**src/rtl/seq_stream_ctrl_if.sv**
```systemverilog
// Bus between the serial stimulus sequencer and its host / detector.
// SEQ_STREAM_REPEAT_EN adds the repeat_en request line.
interface seq_stream_ctrl_if #(
  parameter int PAT_W = 20,
  parameter int HIT_W = 8
);
  logic             start;
  logic             stop;
  logic [PAT_W-1:0] pat_in;
  logic [4:0]       pat_len;
  logic             hit_in;
`ifdef SEQ_STREAM_REPEAT_EN
  logic             repeat_en;
`endif
  logic             data_out;
  logic             bit_strobe;
  logic [4:0]       bit_idx;
  logic             busy;
  logic             done;
  logic [HIT_W-1:0] hit_count;

`ifdef SEQ_STREAM_REPEAT_EN
  modport master (
    output start, stop, pat_in, pat_len, hit_in, repeat_en,
    input  data_out, bit_strobe, bit_idx, busy, done, hit_count
  );

  modport slave (
    input  start, stop, pat_in, pat_len, hit_in, repeat_en,
    output data_out, bit_strobe, bit_idx, busy, done, hit_count
  );
`else
  modport master (
    output start, stop, pat_in, pat_len, hit_in,
    input  data_out, bit_strobe, bit_idx, busy, done, hit_count
  );

  modport slave (
    input  start, stop, pat_in, pat_len, hit_in,
    output data_out, bit_strobe, bit_idx, busy, done, hit_count
  );
`endif
endinterface

```
**src/rtl/seq_stream_ctrl.sv**
```systemverilog
// Shifts a latched pattern MSB-first into the sequence detector, one bit per tick
// period, and counts detector hits. SEQ_STREAM_REPEAT_EN enables continuous repeat.
module seq_stream_ctrl #(
  parameter int PAT_W    = 20,
  parameter int TICK_DIV = 500,
  parameter int DIV_W    = 16,
  parameter int HIT_W    = 8
) (
  input  logic                clk,
  input  logic                rst,
  seq_stream_ctrl_if.slave    bus
);

  typedef enum logic [1:0] {
    IDLE  = 2'd0,
    SHIFT = 2'd1,
    HOLD  = 2'd2,
    DONE  = 2'd3
  } state_t;

  localparam logic [4:0]       MAX_LEN     = 5'(PAT_W);
  localparam logic [DIV_W-1:0] TICK_LOAD   = DIV_W'(TICK_DIV - 1);
  localparam bit               SINGLE_TICK = (TICK_DIV == 1);

  state_t           state_q, state_d;
  logic [PAT_W-1:0] pattern_q, pattern_d;
  logic [4:0]       idx_q, idx_d;
  logic [DIV_W-1:0] tick_q, tick_d;
  logic [HIT_W-1:0] hit_count_q, hit_count_d;
  logic             done_q, done_d;
`ifdef SEQ_STREAM_REPEAT_EN
  logic [4:0]       len_q, len_d;
  logic             repeat_q, repeat_d;
`endif

  logic [4:0] eff_len;
  logic       running;
  logic       bit_end;

  assign eff_len = (bus.pat_len > MAX_LEN) ? MAX_LEN : bus.pat_len;
  assign running = (state_q == SHIFT) || (state_q == HOLD);

  // The SHIFT cycle is the first cycle of each bit, so HOLD covers the remaining TICK_DIV-1.
  always_comb begin
    state_d     = state_q;
    pattern_d   = pattern_q;
    idx_d       = idx_q;
    tick_d      = tick_q;
    hit_count_d = hit_count_q;
    done_d      = 1'b0;
    bit_end     = 1'b0;
`ifdef SEQ_STREAM_REPEAT_EN
    len_d       = len_q;
    repeat_d    = repeat_q;
`endif

    if (running && !bus.stop && bus.hit_in && (hit_count_q != {HIT_W{1'b1}})) begin
      hit_count_d = hit_count_q + 1'b1;
    end

    case (state_q)
      IDLE: begin
        if (bus.start && !bus.stop && (bus.pat_len != 5'd0)) begin
          pattern_d   = bus.pat_in;
          idx_d       = eff_len - 5'd1;
          hit_count_d = '0;
          state_d     = SHIFT;
`ifdef SEQ_STREAM_REPEAT_EN
          len_d       = eff_len;
          repeat_d    = bus.repeat_en;
`endif
        end
      end
      SHIFT: begin
        if (bus.stop) begin
          state_d = IDLE;
        end else begin
          tick_d = TICK_LOAD;
          if (SINGLE_TICK) begin
            bit_end = 1'b1;
          end else begin
            state_d = HOLD;
          end
        end
      end
      HOLD: begin
        if (bus.stop) begin
          state_d = IDLE;
        end else begin
          tick_d = tick_q - 1'b1;
          if (tick_d == '0) begin
            bit_end = 1'b1;
          end
        end
      end
      DONE: begin
        state_d = IDLE;
      end
      default: begin
        state_d = IDLE;
      end
    endcase

    // A repeating run reports each finished pass but streams straight into the next one.
    if (bit_end) begin
      if (idx_q != 5'd0) begin
        idx_d   = idx_q - 5'd1;
        state_d = SHIFT;
      end else begin
        done_d = 1'b1;
`ifdef SEQ_STREAM_REPEAT_EN
        if (repeat_q) begin
          idx_d   = len_q - 5'd1;
          state_d = SHIFT;
        end else begin
          state_d = DONE;
        end
`else
        state_d = DONE;
`endif
      end
    end
  end

  always_ff @(posedge clk) begin
    if (rst) begin
      state_q     <= IDLE;
      pattern_q   <= '0;
      idx_q       <= '0;
      tick_q      <= '0;
      hit_count_q <= '0;
      done_q      <= 1'b0;
`ifdef SEQ_STREAM_REPEAT_EN
      len_q       <= '0;
      repeat_q    <= 1'b0;
`endif
    end else begin
      state_q     <= state_d;
      pattern_q   <= pattern_d;
      idx_q       <= idx_d;
      tick_q      <= tick_d;
      hit_count_q <= hit_count_d;
      done_q      <= done_d;
`ifdef SEQ_STREAM_REPEAT_EN
      len_q       <= len_d;
      repeat_q    <= repeat_d;
`endif
    end
  end

  // The detector line idles high whenever no run is in progress.
  assign bus.data_out   = running ? pattern_q[idx_q] : 1'b1;
  assign bus.bit_strobe = (state_q == SHIFT);
  assign bus.bit_idx    = running ? idx_q : 5'd0;
  assign bus.busy       = running;
  assign bus.done       = done_q;
  assign bus.hit_count  = hit_count_q;

endmodule

```
**src/flat_wrapper.sv**
```systemverilog
// flat-port wrapper written by rule: the top's interface ports become plain ports
module seq_stream_ctrl_flat 
#(
  parameter int PAT_W    = 20,
  parameter int TICK_DIV = 500,
  parameter int DIV_W    = 16,
  parameter int HIT_W    = 8
)
  (clk, rst, bus_start, bus_stop, bus_pat_in, bus_pat_len, bus_hit_in, bus_data_out, bus_bit_strobe, bus_bit_idx, bus_busy, bus_done, bus_hit_count);
  seq_stream_ctrl_if #(.PAT_W(PAT_W), .HIT_W(HIT_W)) bus_i ();
  input  logic clk;
  input  logic rst;
  input wire logic [$bits(bus_i.start)-1:0] bus_start;
  input wire logic [$bits(bus_i.stop)-1:0] bus_stop;
  input wire logic [$bits(bus_i.pat_in)-1:0] bus_pat_in;
  input wire logic [$bits(bus_i.pat_len)-1:0] bus_pat_len;
  input wire logic [$bits(bus_i.hit_in)-1:0] bus_hit_in;
  output wire logic [$bits(bus_i.data_out)-1:0] bus_data_out;
  output wire logic [$bits(bus_i.bit_strobe)-1:0] bus_bit_strobe;
  output wire logic [$bits(bus_i.bit_idx)-1:0] bus_bit_idx;
  output wire logic [$bits(bus_i.busy)-1:0] bus_busy;
  output wire logic [$bits(bus_i.done)-1:0] bus_done;
  output wire logic [$bits(bus_i.hit_count)-1:0] bus_hit_count;
  assign bus_i.start = bus_start;
  assign bus_i.stop = bus_stop;
  assign bus_i.pat_in = bus_pat_in;
  assign bus_i.pat_len = bus_pat_len;
  assign bus_i.hit_in = bus_hit_in;
  assign bus_data_out = bus_i.data_out;
  assign bus_bit_strobe = bus_i.bit_strobe;
  assign bus_bit_idx = bus_i.bit_idx;
  assign bus_busy = bus_i.busy;
  assign bus_done = bus_i.done;
  assign bus_hit_count = bus_i.hit_count;
  seq_stream_ctrl #(.PAT_W(PAT_W), .TICK_DIV(TICK_DIV), .DIV_W(DIV_W), .HIT_W(HIT_W)) u_core (.clk(clk), .rst(rst), .bus(bus_i));
endmodule
```
**config.mk**
```make
export PLATFORM = sky130hd
export DESIGN_NAME = seq_stream_ctrl_flat
export DESIGN_NICKNAME = d
export VERILOG_FILES = /design/src/rtl/seq_stream_ctrl_if.sv /design/src/rtl/seq_stream_ctrl.sv /design/src/flat_wrapper.sv
export SDC_FILE = /design/constraint.sdc
export NUM_CORES = 1
export LEC_CHECK = 0
export BUFFER_PORTS_ARGS = -buffer_cell sky130_fd_sc_hd__buf_2
export CAP_MARGIN = 25
export CORE_UTILIZATION = 56
export CTS_CLUSTER_SIZE = 30
export DETAILED_ROUTE_END_ITERATION = 10
export GPL_TIMING_DRIVEN = 0
export HOLD_SLACK_MARGIN = 0.05
export PLACE_DENSITY_LB_ADDON = 0.2
export SETUP_SLACK_MARGIN = 0.3
export SLEW_MARGIN = 25
export SYNTH_ARGS = -nofsm -noshare
export SYNTH_HDL_FRONTEND = slang
export SYNTH_SLANG_ARGS = --single-unit
```
**constraint.sdc**
```tcl
create_clock -name clk -period 3.5 [get_ports clk]
set_clock_uncertainty 0.05 [all_clocks]
set_input_delay 0 -clock clk [delete_from_list [all_inputs] [get_ports clk]]
set_output_delay 0 -clock clk [all_outputs]
set_load 0.02 [all_outputs]
```
* Word-level counts from Yosys, hierarchy flattened *
Cells that the tools add are included.

operators by class
  reduce and logical (&&, ||, !) cells = 16
  order comparisons = 2
  equal/unequal tests = 8
  add/sub/neg operators = 4
  muxes and demuxes = 25
  bitwise operators = 1

operators with widths
  cell                                                                     number
  16-bit 2-to-1 mux                                                        2
  16-bit case mux with 2 select lines                                      1
  5-bit 2-to-1 mux                                                         6
  8-bit 2-to-1 mux                                                         3
  16-bit zero test                                                         1
  16-bit by 1-bit subtractor with 16-bit output, second input constant     1
  2-bit 2-to-1 mux                                                         5
  5-bit nonzero test                                                       2
  5-bit by 1-bit subtractor with 5-bit output, second input constant       2
  8-bit by 1-bit adder with 8-bit output, second input constant            1
  8-bit inequality test, second input constant                             1
  2-bit case mux with 4 select lines                                       1
  5-bit by 6-bit < comparator with 1-bit output, second input constant     1
  1-bit 2-to-1 mux                                                         6
  1-bit binary-select mux with 5-bit select                                1
  5-bit > comparator, second input constant                                1
  1-bit logical AND                                                        5
  2-bit equality test, second input constant                               2
  2-bit inequality test, second input constant                             2
  2-bit AND reduction                                                      2
  3-bit by 1-bit inequality test with 1-bit output, second input constant  1
  3-bit by 2-bit inequality test with 1-bit output, second input constant  1
  3-bit AND reduction                                                      1
  2-bit by 1-bit equality test with 1-bit output, second input constant    1
  6 further kinds                                                          6

storage, ports and cells
  output and inout bits = 17
  logic and storage cells = 62
  bits in registers = 52

* Logic depth before layout (Yosys ltp) *
Gate-level depths: netlist of run 1.

  depth after elaboration = 8
  depth in mapped cells = 10
  depth with buffers taken out = 8

* Least setup slack after synthesis of run 1 *
No wires, ideal clock.

  path kind = reg2reg
  start = reg u_core.tick_q[0]
  end = reg u_core.idx_q[1]
  cell stages (with the launch flop) = 8
  library setup time = 65 ps
  slack = 802 ps
  arrival = 2583 ps
  data required time = 3385 ps
  path buffers = 0
  cell sequence = dfxtp_1 ha_1 or4b_1 or4_1 or4b_4 nor2_8 mux2_4 nor2_1

on the way
  longest elaborated chain between the ends = 6

RTL lines
  item                                           line                    text
  from (decl)                                    seq_stream_ctrl.sv:28   logic [DIV_W-1:0] tick_q, tick_d;
  from (signal assigned)                         seq_stream_ctrl.sv:141  tick_q <= tick_d;
  16-bit by 1-bit subtractor with 16-bit output  seq_stream_ctrl.sv:90   tick_d = tick_q - 1'b1;
  16-bit zero test                               seq_stream_ctrl.sv:91   if (tick_d == '0) begin
  1-bit 2-to-1 mux                               seq_stream_ctrl.sv:91
  1-bit 2-to-1 mux                               seq_stream_ctrl.sv:87   if (bus.stop) begin
  1-bit 2-to-1 mux                               seq_stream_ctrl.sv:61   case (state_q)
  5-bit 2-to-1 mux                               seq_stream_ctrl.sv:105  if (bit_end) begin
  to (signal assigned)                           seq_stream_ctrl.sv:140  idx_q <= idx_d;
  to (decl)                                      seq_stream_ctrl.sv:27   logic [4:0] idx_q, idx_d;

No other way between the ends.
A chain may end at the register's enable or synchronous reset.

* Final worst setup path of run 1 *
  start = reg u_core.tick_q[1]
  end = reg u_core.idx_q[1]

The elaborated chain is that of the path after synthesis.

==> results of run 1 <==
cell families (layout without fill, tap and decap cells):
group / after synthesis / count (layout) / synth area share
adders and majority gates: 9 / 9 / 0.0396
AOI/OAI and AO/OA: 81 / 81 / 0.171
DFF: 52 / 52 / 0.367
buffers and inverters: 28 / 103 / 0.0374
and+or+nand+nor: 167 / 167 / 0.293
xor gates and xnor gates: 8 / 8 / 0.0247
muxes: 11 / 11 / 0.0670
layer usage:
metal  up-vias  global-route usage
met5         -                   0
met4         0               0.102
met3         9              0.0497
met2        74               0.472
met1      1341               0.362
li1       1421                   -
where the power goes:
group | internal, mW | switching, mW | leakage, nW
sequential | 0.630 | 0.0365 | 0.423
combinational | 0.167 | 0.263 | 0.906
clock | 0.143 | 0.195 | 0.0424
total | 0.941 | 0.495 | 1.37
worst reg2reg max path: cells and delay by family (launching register included):
| family | cells | cell delay (ns) |
|---|---|---|
| and+or+nand+nor | 4 | 1.52 |
| DFF | 1 | 0.35 |
| muxes | 1 | 0.31 |
| adders and majority gates | 1 | 0.28 |
| AOI/OAI and AO/OA | 1 | 0.27 |
| buffers and inverters | 1 | 0.11 |
cell type report:
cell class	count	area, um^2	area share
repair buffers	67	445	0.129
well taps	67	83.8	0.0243
flip-flops and latches	52	1040	0.301
clock buffers	7	76.3	0.0221
inverters	10	37.5	0.0109
plain buffers	18	68.8	0.0199
multi-input cells	276	1690	0.490
clock inverters	1	8.76	0.00254
flip-flops by register name, indices dropped and copies added, names as in the netlist:
register / flops
u_core.bus.done: 1
u_core.bus.hit_count: 8
u_core.idx_q: 5
u_core.pattern_q: 20
u_core.state_q: 2
u_core.tick_q: 16
cell usage in the layout, fill, tap and decap left out, types with 6 or more instances in the layout:
cell type	count
sky130_fd_sc_hd__a21oi_1	40
sky130_fd_sc_hd__and2_1	7
sky130_fd_sc_hd__buf_2	46
sky130_fd_sc_hd__clkbuf_1	19
sky130_fd_sc_hd__dfxtp_1	52
sky130_fd_sc_hd__dlygate4sd3_1	22
sky130_fd_sc_hd__ha_1	9
sky130_fd_sc_hd__inv_1	9
sky130_fd_sc_hd__mux4_2	6
sky130_fd_sc_hd__nand2_1	66
sky130_fd_sc_hd__nand3_1	8
sky130_fd_sc_hd__nor2_1	37
sky130_fd_sc_hd__nor3_1	7
sky130_fd_sc_hd__o21ai_0	17
sky130_fd_sc_hd__or4_1	6
sky130_fd_sc_hd__xor2_1	6
through the flow:
| step | hold slack, ns | power [mW] | util | area [um^2] | setup slack [ns] |
|---|---|---|---|---|---|
| 6_report | 0.0643 | 1.44 | 0.722 | 3450 | 0.544 |
| 2_1_floorplan | 0.0860 | 0.975 | - | 2840 | 0.802 |
| 3_5_place_dp | 0.196 | 1.08 | 0.658 | 3150 | 0.608 |
| 3_3_place_gp | 0.191 | 1.07 | 0.658 | 3150 | 0.618 |
| 5_1_grt | 0.0787 | 1.52 | 0.722 | 3450 | 0.326 |
| 4_1_cts | 0.0610 | 1.44 | 0.722 | 3450 | 0.595 |
how the worst max path moves through the flow:
stage / start / end / slack [ns]
after floorplan: u_core.tick_q[0]$_SDFFE_PP0P_ / u_core.idx_q[1]$_SDFF_PP0_ / 0.80
after global placement: u_core.tick_q[0]$_SDFFE_PP0P_ / u_core.idx_q[1]$_SDFF_PP0_ / 0.62
after detailed placement: u_core.tick_q[0]$_SDFFE_PP0P_ / u_core.idx_q[1]$_SDFF_PP0_ / 0.61
after CTS: u_core.tick_q[0]$_SDFFE_PP0P_ / u_core.idx_q[1]$_SDFF_PP0_ / 0.59
after global routing: u_core.tick_q[1]$_SDFFE_PP0P_ / u_core.idx_q[1]$_SDFF_PP0_ / 0.33
final: u_core.tick_q[1]$_SDFFE_PP0P_ / u_core.idx_q[1]$_SDFF_PP0_ / 0.54
repair_timing:
| action | 4_1_cts | 5_1_grt |
|---|---|---|
| buffers inserted | 0 | 0 |
| hold buffers | 22 | 0 |
| endpoints found under the hold margin | 22 | 0 |
==> metrics.txt, run 1 <==
# TYPE chip_impl_metric gauge
chip_impl_metric{name="yosys_register_bits",unit=""} 52
chip_impl_metric{name="timing.critical_path.depth",unit=""} 8
chip_impl_metric{name="hold_depth",unit=""} 3
chip_impl_metric{name="via_per_inst",unit=""} 5.71
chip_impl_metric{name="worstPathArrival",unit="ns"} 3.15
chip_impl_metric{name="detail_route.wirelength",unit="um"} 7010
chip_impl_metric{name="die_h",unit="um"} 73.2
chip_impl_info{name="cts_tree",value="yes"} 1
chip_impl_metric{name="post_synth_num_cell_types",unit=""} 50
chip_impl_metric{name="critical_path.max_fanout",unit=""} 9
chip_impl_info{name="dominantRegCellSynth",value="sky130_fd_sc_hd__dfxtp_1"} 1
chip_impl_metric{name="post_layout_nonfiller_instances",unit=""} 498
chip_impl_metric{name="met1_length",unit="um"} 3090
chip_impl_metric{name="detailed_place_hpwl",unit="um"} 4770
chip_impl_metric{name="ir_worst_vdd",unit="mV"} 0.302
chip_impl_metric{name="synth-edff-count",unit=""} 0
chip_impl_metric{name="numCtsBuffers",unit=""} 5
chip_impl_info{name="worst_r2r_endpoint",value="u_core.idx_q[1]$_SDFF_PP0_"} 1
chip_impl_metric{name="design.core.area",unit="mm^2"} 0.00479
chip_impl_metric{name="cp_peak_stage_delay",unit="ns"} 0.68
chip_impl_info{name="crit_chain",value="inv_1 -> ha_1 -> nor3b_1 -> a21boi_0 -> or4b_4 -> nor2_8 -> mux2_4 -> nor2_1"} 1
chip_impl_metric{name="clock.fmax",unit="MHz"} 338
chip_impl_metric{name="postSynthAreaPerCell",unit="um^2"} 7.98
chip_impl_metric{name="via_count_of_the_first_global_routing_pass",unit=""} 2574
chip_impl_metric{name="dp.cells",unit=""} 468
chip_impl_metric{name="maxCapViolations",unit=""} 0
chip_impl_metric{name="fillCellCount",unit=""} 381
chip_impl_info{name="status",value="finished clean"} 1
chip_impl_info{name="netlist_top_cells_count",value="sky130_fd_sc_hd__nand2_1 (66), sky130_fd_sc_hd__dfxtp_1 (52), sky130_fd_sc_hd__a21oi_1 (40), sky130_fd_sc_hd__nor2_1 (37)"} 1
chip_impl_metric{name="setup.reg_to_reg.worst_slack",unit="ns"} 0.54
chip_impl_metric{name="grt-ovfl-total",unit=""} 0
chip_impl_info{name="crit_slowest_cell",value="sky130_fd_sc_hd__nor3b_1"} 1
chip_impl_info{name="yosys.cell_count.top_type",value="sky130_fd_sc_hd__nand2_1"} 1
chip_impl_metric{name="relSlewSlack",unit=""} 0.386
chip_impl_metric{name="cts-htree-levels",unit=""} 2
chip_impl_metric{name="synthesis.instances",unit=""} 356
chip_impl_metric{name="syn_nets",unit=""} 395
chip_impl_info{name="yosys.area.top_type",value="sky130_fd_sc_hd__dfxtp_1"} 1
chip_impl_metric{name="antenna_cells_inserted",unit=""} 0
chip_impl_metric{name="fp.dieW",unit="um"} 73.2
chip_impl_info{name="hp-class",value="in2reg"} 1
chip_impl_metric{name="effective_utilization_at_floorplan",unit=""} 0.593
chip_impl_info{name="grt_setup_unrepaired",value="false"} 1
chip_impl_metric{name="routedWlPerCell",unit="um"} 14.1
chip_impl_metric{name="total_die_area",unit="mm^2"} 0.00536
chip_impl_metric{name="io_buffer_count",unit=""} 45
chip_impl_metric{name="worst_margin_slew",unit="ns"} 0.913
chip_impl_info{name="critical_path_startpoint_category",value="flip-flop"} 1
chip_impl_metric{name="clock_pin_slew_on_the_worst_setup_and_hold_paths",unit="ns"} 0.09
chip_impl_metric{name="routed_via_count",unit=""} 2845
chip_impl_info{name="terminating_pin_of_the_worst_hold_path",value="u_core.idx_q[0]$_SDFF_PP0_"} 1
chip_impl_metric{name="place_congestion",unit=""} 0.879
chip_impl_metric{name="all_layer_gr_usage",unit=""} 0.282
chip_impl_info{name="crit-reg2reg-launch",value="u_core.tick_q[1]$_SDFFE_PP0P_"} 1
chip_impl_metric{name="clock_tree.buffer_depth",unit=""} 2
chip_impl_metric{name="final-setup-viol-count",unit=""} 0
chip_impl_metric{name="clock-sinks",unit=""} 52
chip_impl_info{name="critPathCaptureType",value="flip-flop"} 1
chip_impl_info{name="critical_path_class",value="reg2reg"} 1
chip_impl_metric{name="yosysSeqAreaShare",unit=""} 0.367
chip_impl_metric{name="rr_worst_depth",unit=""} 8
chip_impl_metric{name="first_pass_iters",unit=""} 5
chip_impl_metric{name="drt-initial-drc-count",unit=""} 152
chip_impl_metric{name="cp_data_required_time",unit="ns"} 3.69
chip_impl_metric{name="post-route-min-period",unit="ns"} 2.96
chip_impl_info{name="synth.area.top_cells",value="sky130_fd_sc_hd__dfxtp_1 (37%), sky130_fd_sc_hd__nand2_1 (8.7%), sky130_fd_sc_hd__a21oi_1 (7.0%), sky130_fd_sc_hd__nor2_1 (4.9%), sky130_fd_sc_hd__mux4_2 (4.8%)"} 1
chip_impl_metric{name="critPathBufInv",unit=""} 1
chip_impl_metric{name="final_nets",unit=""} 469
chip_impl_metric{name="finalMaxSlewViolations",unit=""} 0
chip_impl_metric{name="final.setup.tns",unit="ns"} 0
chip_impl_metric{name="detailed_route_wirelength_on_metal3",unit="um"} 281
chip_impl_metric{name="total_leakage_power",unit="nW"} 1.37
chip_impl_metric{name="drive_above_1_share",unit=""} 0.155
chip_impl_metric{name="post-route-period-util",unit=""} 0.845
chip_impl_info{name="critPathTopFamily",value="simple AND/OR/NAND/NOR gates"} 1
chip_impl_metric{name="pin_count",unit=""} 47
chip_impl_metric{name="relative_area_change_from_synthesis_to_final_layout",unit="%"} 21.6
chip_impl_metric{name="grt_first_pass_wirelength",unit="um"} 11600
chip_impl_metric{name="ant_nets",unit=""} 0
chip_impl_metric{name="ys_async_sr_fraction",unit=""} 0
chip_impl_info{name="root_cell_of_the_clock_tree",value="sky130_fd_sc_hd__clkbuf_8"} 1
chip_impl_metric{name="cts_resized",unit=""} 0
chip_impl_metric{name="report.final.hold_viol_count",unit=""} 0
chip_impl_metric{name="rows",unit=""} 25
chip_impl_metric{name="total_power_per_unit_cell_area",unit="mW/mm^2"} 416
chip_impl_metric{name="number_of_antenna_violations_at_the_first_check_in_global_routing",unit=""} 0
chip_impl_metric{name="met2WireLength",unit="um"} 3530
chip_impl_info{name="hold_path_startpoint",value="bus_pat_len[0]"} 1
chip_impl_metric{name="grt_start_max_net_pins",unit=""} 16
chip_impl_metric{name="post-synth-top-area-fraction",unit=""} 0.367
chip_impl_metric{name="insertion_delay",unit="ns"} 0.30
chip_impl_metric{name="drcViolationCount",unit=""} 0
chip_impl_metric{name="yosysWarningCount",unit=""} 0
chip_impl_metric{name="synth.cell_area",unit="mm^2"} 0.00284
chip_impl_info{name="top_signal_layer_used",value="met4"} 1
Power figures use the tool's default switching activity.
==> inputs of run 2 (changes only) <==
==> constraint.sdc (replaced) <==
create_clock -name clk -period 2.9 [get_ports clk]
set_clock_uncertainty 0.05 [all_clocks]
set_input_delay 0 -clock clk [delete_from_list [all_inputs] [get_ports clk]]
set_output_delay 0 -clock clk [all_outputs]
set_load 0.02 [all_outputs]
==> run 2 against run 1 <==
Net effect: non-clock buffer count rose by 6; combinational power is 32% higher; sequential power is 21% higher; largest cell class unchanged; largest power group unchanged; sequential share of layout area down 0.71 points; die area stayed put; setup slack worse by 0.33 ns; worst hold slack lost 0.0054 ns; sequential cell count stayed put; register-to-register slack got worse by 0.33 ns.
==> metrics.txt, run 2 (synthesis results as in run 1) <==
# TYPE chip_impl_metric gauge
chip_impl_info{name="status",value="finished clean"} 1
chip_impl_metric{name="maxCapViolations",unit=""} 0
chip_impl_metric{name="final_nets",unit=""} 475
chip_impl_metric{name="drt-initial-drc-count",unit=""} 205
chip_impl_metric{name="via_count_of_the_first_global_routing_pass",unit=""} 2888
chip_impl_metric{name="worstPathArrival",unit="ns"} 2.88
chip_impl_metric{name="detail_route.wirelength",unit="um"} 7570
chip_impl_info{name="most_used_cells_in_the_layout_excluding_fill_and_tap_cells",value="sky130_fd_sc_hd__nand2_1 (66), sky130_fd_sc_hd__dfxtp_1 (48), sky130_fd_sc_hd__buf_2 (46), sky130_fd_sc_hd__a21oi_1 (40), sky130_fd_sc_hd__nor2_1 (36)"} 1
chip_impl_metric{name="worst_margin_slew",unit="ns"} 0.836
chip_impl_metric{name="finalMaxSlewViolations",unit=""} 0
chip_impl_metric{name="post-route-period-util",unit=""} 0.924
chip_impl_metric{name="totalPowerFinal",unit="mW"} 1.81
chip_impl_metric{name="cp_peak_stage_delay",unit="ns"} 0.55
chip_impl_metric{name="drcViolationCount",unit=""} 0
chip_impl_metric{name="all_layer_gr_usage",unit=""} 0.298
chip_impl_info{name="hold_path_startpoint",value="bus_pat_len[4]"} 1
chip_impl_info{name="critPathCaptureType",value="flip-flop"} 1
chip_impl_metric{name="report.final.hold_viol_count",unit=""} 0
chip_impl_metric{name="via_per_inst",unit=""} 5.86
chip_impl_metric{name="effective_utilization_at_floorplan",unit=""} 0.593
chip_impl_metric{name="die_h",unit="um"} 73.2
chip_impl_metric{name="total_leakage_power",unit="nW"} 1.42
chip_impl_metric{name="cts-htree-levels",unit=""} 2
chip_impl_info{name="most_common_cell_after_layout_fill_and_taps_aside",value="sky130_fd_sc_hd__nand2_1"} 1
chip_impl_metric{name="fillCellCount",unit=""} 382
chip_impl_metric{name="numCtsBuffers",unit=""} 5
chip_impl_metric{name="grt_first_pass_wirelength",unit="um"} 12400
chip_impl_metric{name="critical_path.max_fanout",unit=""} 5
chip_impl_metric{name="cp_data_required_time",unit="ns"} 3.10
chip_impl_metric{name="final.setup.tns",unit="ns"} 0
chip_impl_metric{name="met1_usage",unit=""} 0.338
chip_impl_metric{name="detailed_place_hpwl",unit="um"} 5010
chip_impl_metric{name="rows",unit=""} 25
chip_impl_info{name="cp_common_cell",value="sky130_fd_sc_hd__or4b_4"} 1
chip_impl_metric{name="io_buffer_count",unit=""} 45
chip_impl_info{name="critPathLaunch",value="u_core.state_q[0]$_SDFFE_PP0P_"} 1
chip_impl_metric{name="total_die_area",unit="mm^2"} 0.00536
chip_impl_metric{name="clock.fmax",unit="MHz"} 373
chip_impl_info{name="grt_most_used_layer",value="met2"} 1
chip_impl_metric{name="ir_worst_vdd",unit="mV"} 0.331
chip_impl_metric{name="total_power_per_unit_cell_area",unit="mW/mm^2"} 508
chip_impl_metric{name="insertion_delay",unit="ns"} 0.30
chip_impl_metric{name="drive_above_1_share",unit=""} 0.211
chip_impl_metric{name="global_route.usage.met2",unit=""} 0.553
chip_impl_metric{name="relative_area_change_from_synthesis_to_final_layout",unit="%"} 25.5
chip_impl_metric{name="largest_reg_flops",unit=""} 20
chip_impl_metric{name="antenna_cells_inserted",unit=""} 0
chip_impl_metric{name="grt_start_max_net_pins",unit=""} 16
chip_impl_info{name="critical_path_class",value="reg2reg"} 1
chip_impl_info{name="crit_chain",value="inv_2 -> ha_4 -> or4b_4 -> or4_4 -> or4b_4 -> nor2_8 -> mux2_4 -> nor2_2"} 1
chip_impl_metric{name="routed_via_count",unit=""} 2954
chip_impl_info{name="root_cell_of_the_clock_tree",value="sky130_fd_sc_hd__clkbuf_8"} 1
chip_impl_metric{name="grt-ovfl-total",unit=""} 0
chip_impl_info{name="grt_setup_unrepaired",value="true"} 1
chip_impl_metric{name="met3_use_gr",unit=""} 0.0414
chip_impl_metric{name="final-setup-viol-count",unit=""} 0
chip_impl_metric{name="first_pass_iters",unit=""} 6
chip_impl_metric{name="pin_count",unit=""} 47
chip_impl_metric{name="relSlewSlack",unit=""} 0.438
chip_impl_info{name="critical_path_startpoint_category",value="flip-flop"} 1
chip_impl_info{name="crit-reg2reg-launch",value="u_core.state_q[0]$_SDFFE_PP0P_"} 1
chip_impl_metric{name="ant_nets",unit=""} 0
chip_impl_metric{name="place_congestion",unit=""} 0.900
chip_impl_info{name="hp-class",value="in2reg"} 1
chip_impl_metric{name="routedWlPerCell",unit="um"} 15.0
chip_impl_metric{name="area.sequential",unit="mm^2"} 0.00105
chip_impl_metric{name="clock_tree.buffer_depth",unit=""} 2
chip_impl_metric{name="post_layout_nonfiller_instances",unit=""} 504
chip_impl_metric{name="post-route-min-period",unit="ns"} 2.68
chip_impl_metric{name="dp.cells",unit=""} 468
chip_impl_metric{name="number_of_antenna_violations_at_the_first_check_in_global_routing",unit=""} 0
chip_impl_info{name="regMostFlops",value="u_core.pattern_q"} 1
chip_impl_metric{name="area_of_the_multi_input_gates",unit="mm^2"} 0.00174
chip_impl_metric{name="fp.dieW",unit="um"} 73.2
chip_impl_info{name="crit_slowest_cell",value="sky130_fd_sc_hd__or4b_4"} 1
chip_impl_metric{name="clock-sinks",unit=""} 52
chip_impl_info{name="cts_tree",value="yes"} 1
chip_impl_metric{name="clock_pin_slew_on_the_worst_setup_and_hold_paths",unit="ns"} 0.09
chip_impl_metric{name="design.core.area",unit="mm^2"} 0.00479
[run 2: changes by cell type in the layout (fill, tap and decap cells not counted), sizes merged]
| cell | delta |
|---|---|
| clkinvlp | +1 |
| buf | +8 |
| clkinv | -1 |
| dlygate4sd3 | -2 |
[run 2: layout make-up]
| cell class | instances | area share |
|---|---|---|
| well taps | 67 | 0.0235 |
| multi-input cells | 276 | 0.489 |
| repair buffers | 73 | 0.136 |
| clock inverters | 1 | 0.00211 |
| flip-flops and latches | 52 | 0.294 |
| clock buffers | 7 | 0.0242 |
| plain buffers | 18 | 0.0200 |
| inverters | 10 | 0.0105 |
[run 2: routing by layer]
layer  vias to the layer above  wire length [um]  share of wire
li1                       1427                 -              -
met1                      1403              3050           0.40
met2                       106              4010           0.53
met3                        18               367          0.048
met4                         0               152          0.020
met5                         -                 0              0
[run 2: final timing paths]
path                                       to  slack, ns  cells past startpoint
max                u_core.idx_q[1]$_SDFF_PP0_       0.22                      8
min                u_core.idx_q[4]$_SDFF_PP0_       0.06                      4
max reg2reg        u_core.idx_q[1]$_SDFF_PP0_       0.22                      8
min reg2reg  u_core.pattern_q[7]$_SDFFE_PP0P_       0.41                      2
[run 2: timing repair]
item / 4_1_cts / 5_1_grt
hold buffers: 20 / 0
pin swaps: 5 / 1
hold endpoints to repair: 20 / 0
buffers inserted: 8 / 0
gates resized for setup: 12 / 8
endpoints found under the setup margin: 6 / 18
[run 2: where the power goes]
part | internal [mW] | leakage, nW | switching (mW)
registers | 0.763 | 0.425 | 0.0436
logic | 0.224 | 0.955 | 0.345
clock network | 0.194 | 0.0445 | 0.239
total | 1.18 | 1.42 | 0.628
[run 2: through the flow]
stage                     hold slack, ns  cell area (um^2)  utilization  worst slack, ns
final                             0.0589              3560        0.745            0.219
after CTS                         0.0578              3540        0.739            0.191
after detailed placement           0.197              3150        0.658           0.0685
after global placement             0.191              3150        0.658           0.0952
after floorplan                   0.0860              2840            -            0.252
after global routing              0.0914              3560        0.745            0.166
[run 2: critical path: cells and delay by family (launching register included)]
| kind | cells | cell delay, ns |
|---|---|---|
| and+or+nand+nor | 5 | 1.75 |
| DFF | 1 | 0.33 |
| muxes | 1 | 0.32 |
| adders and majority gates | 1 | 0.12 |
| buffers and inverters | 1 | 0.07 |
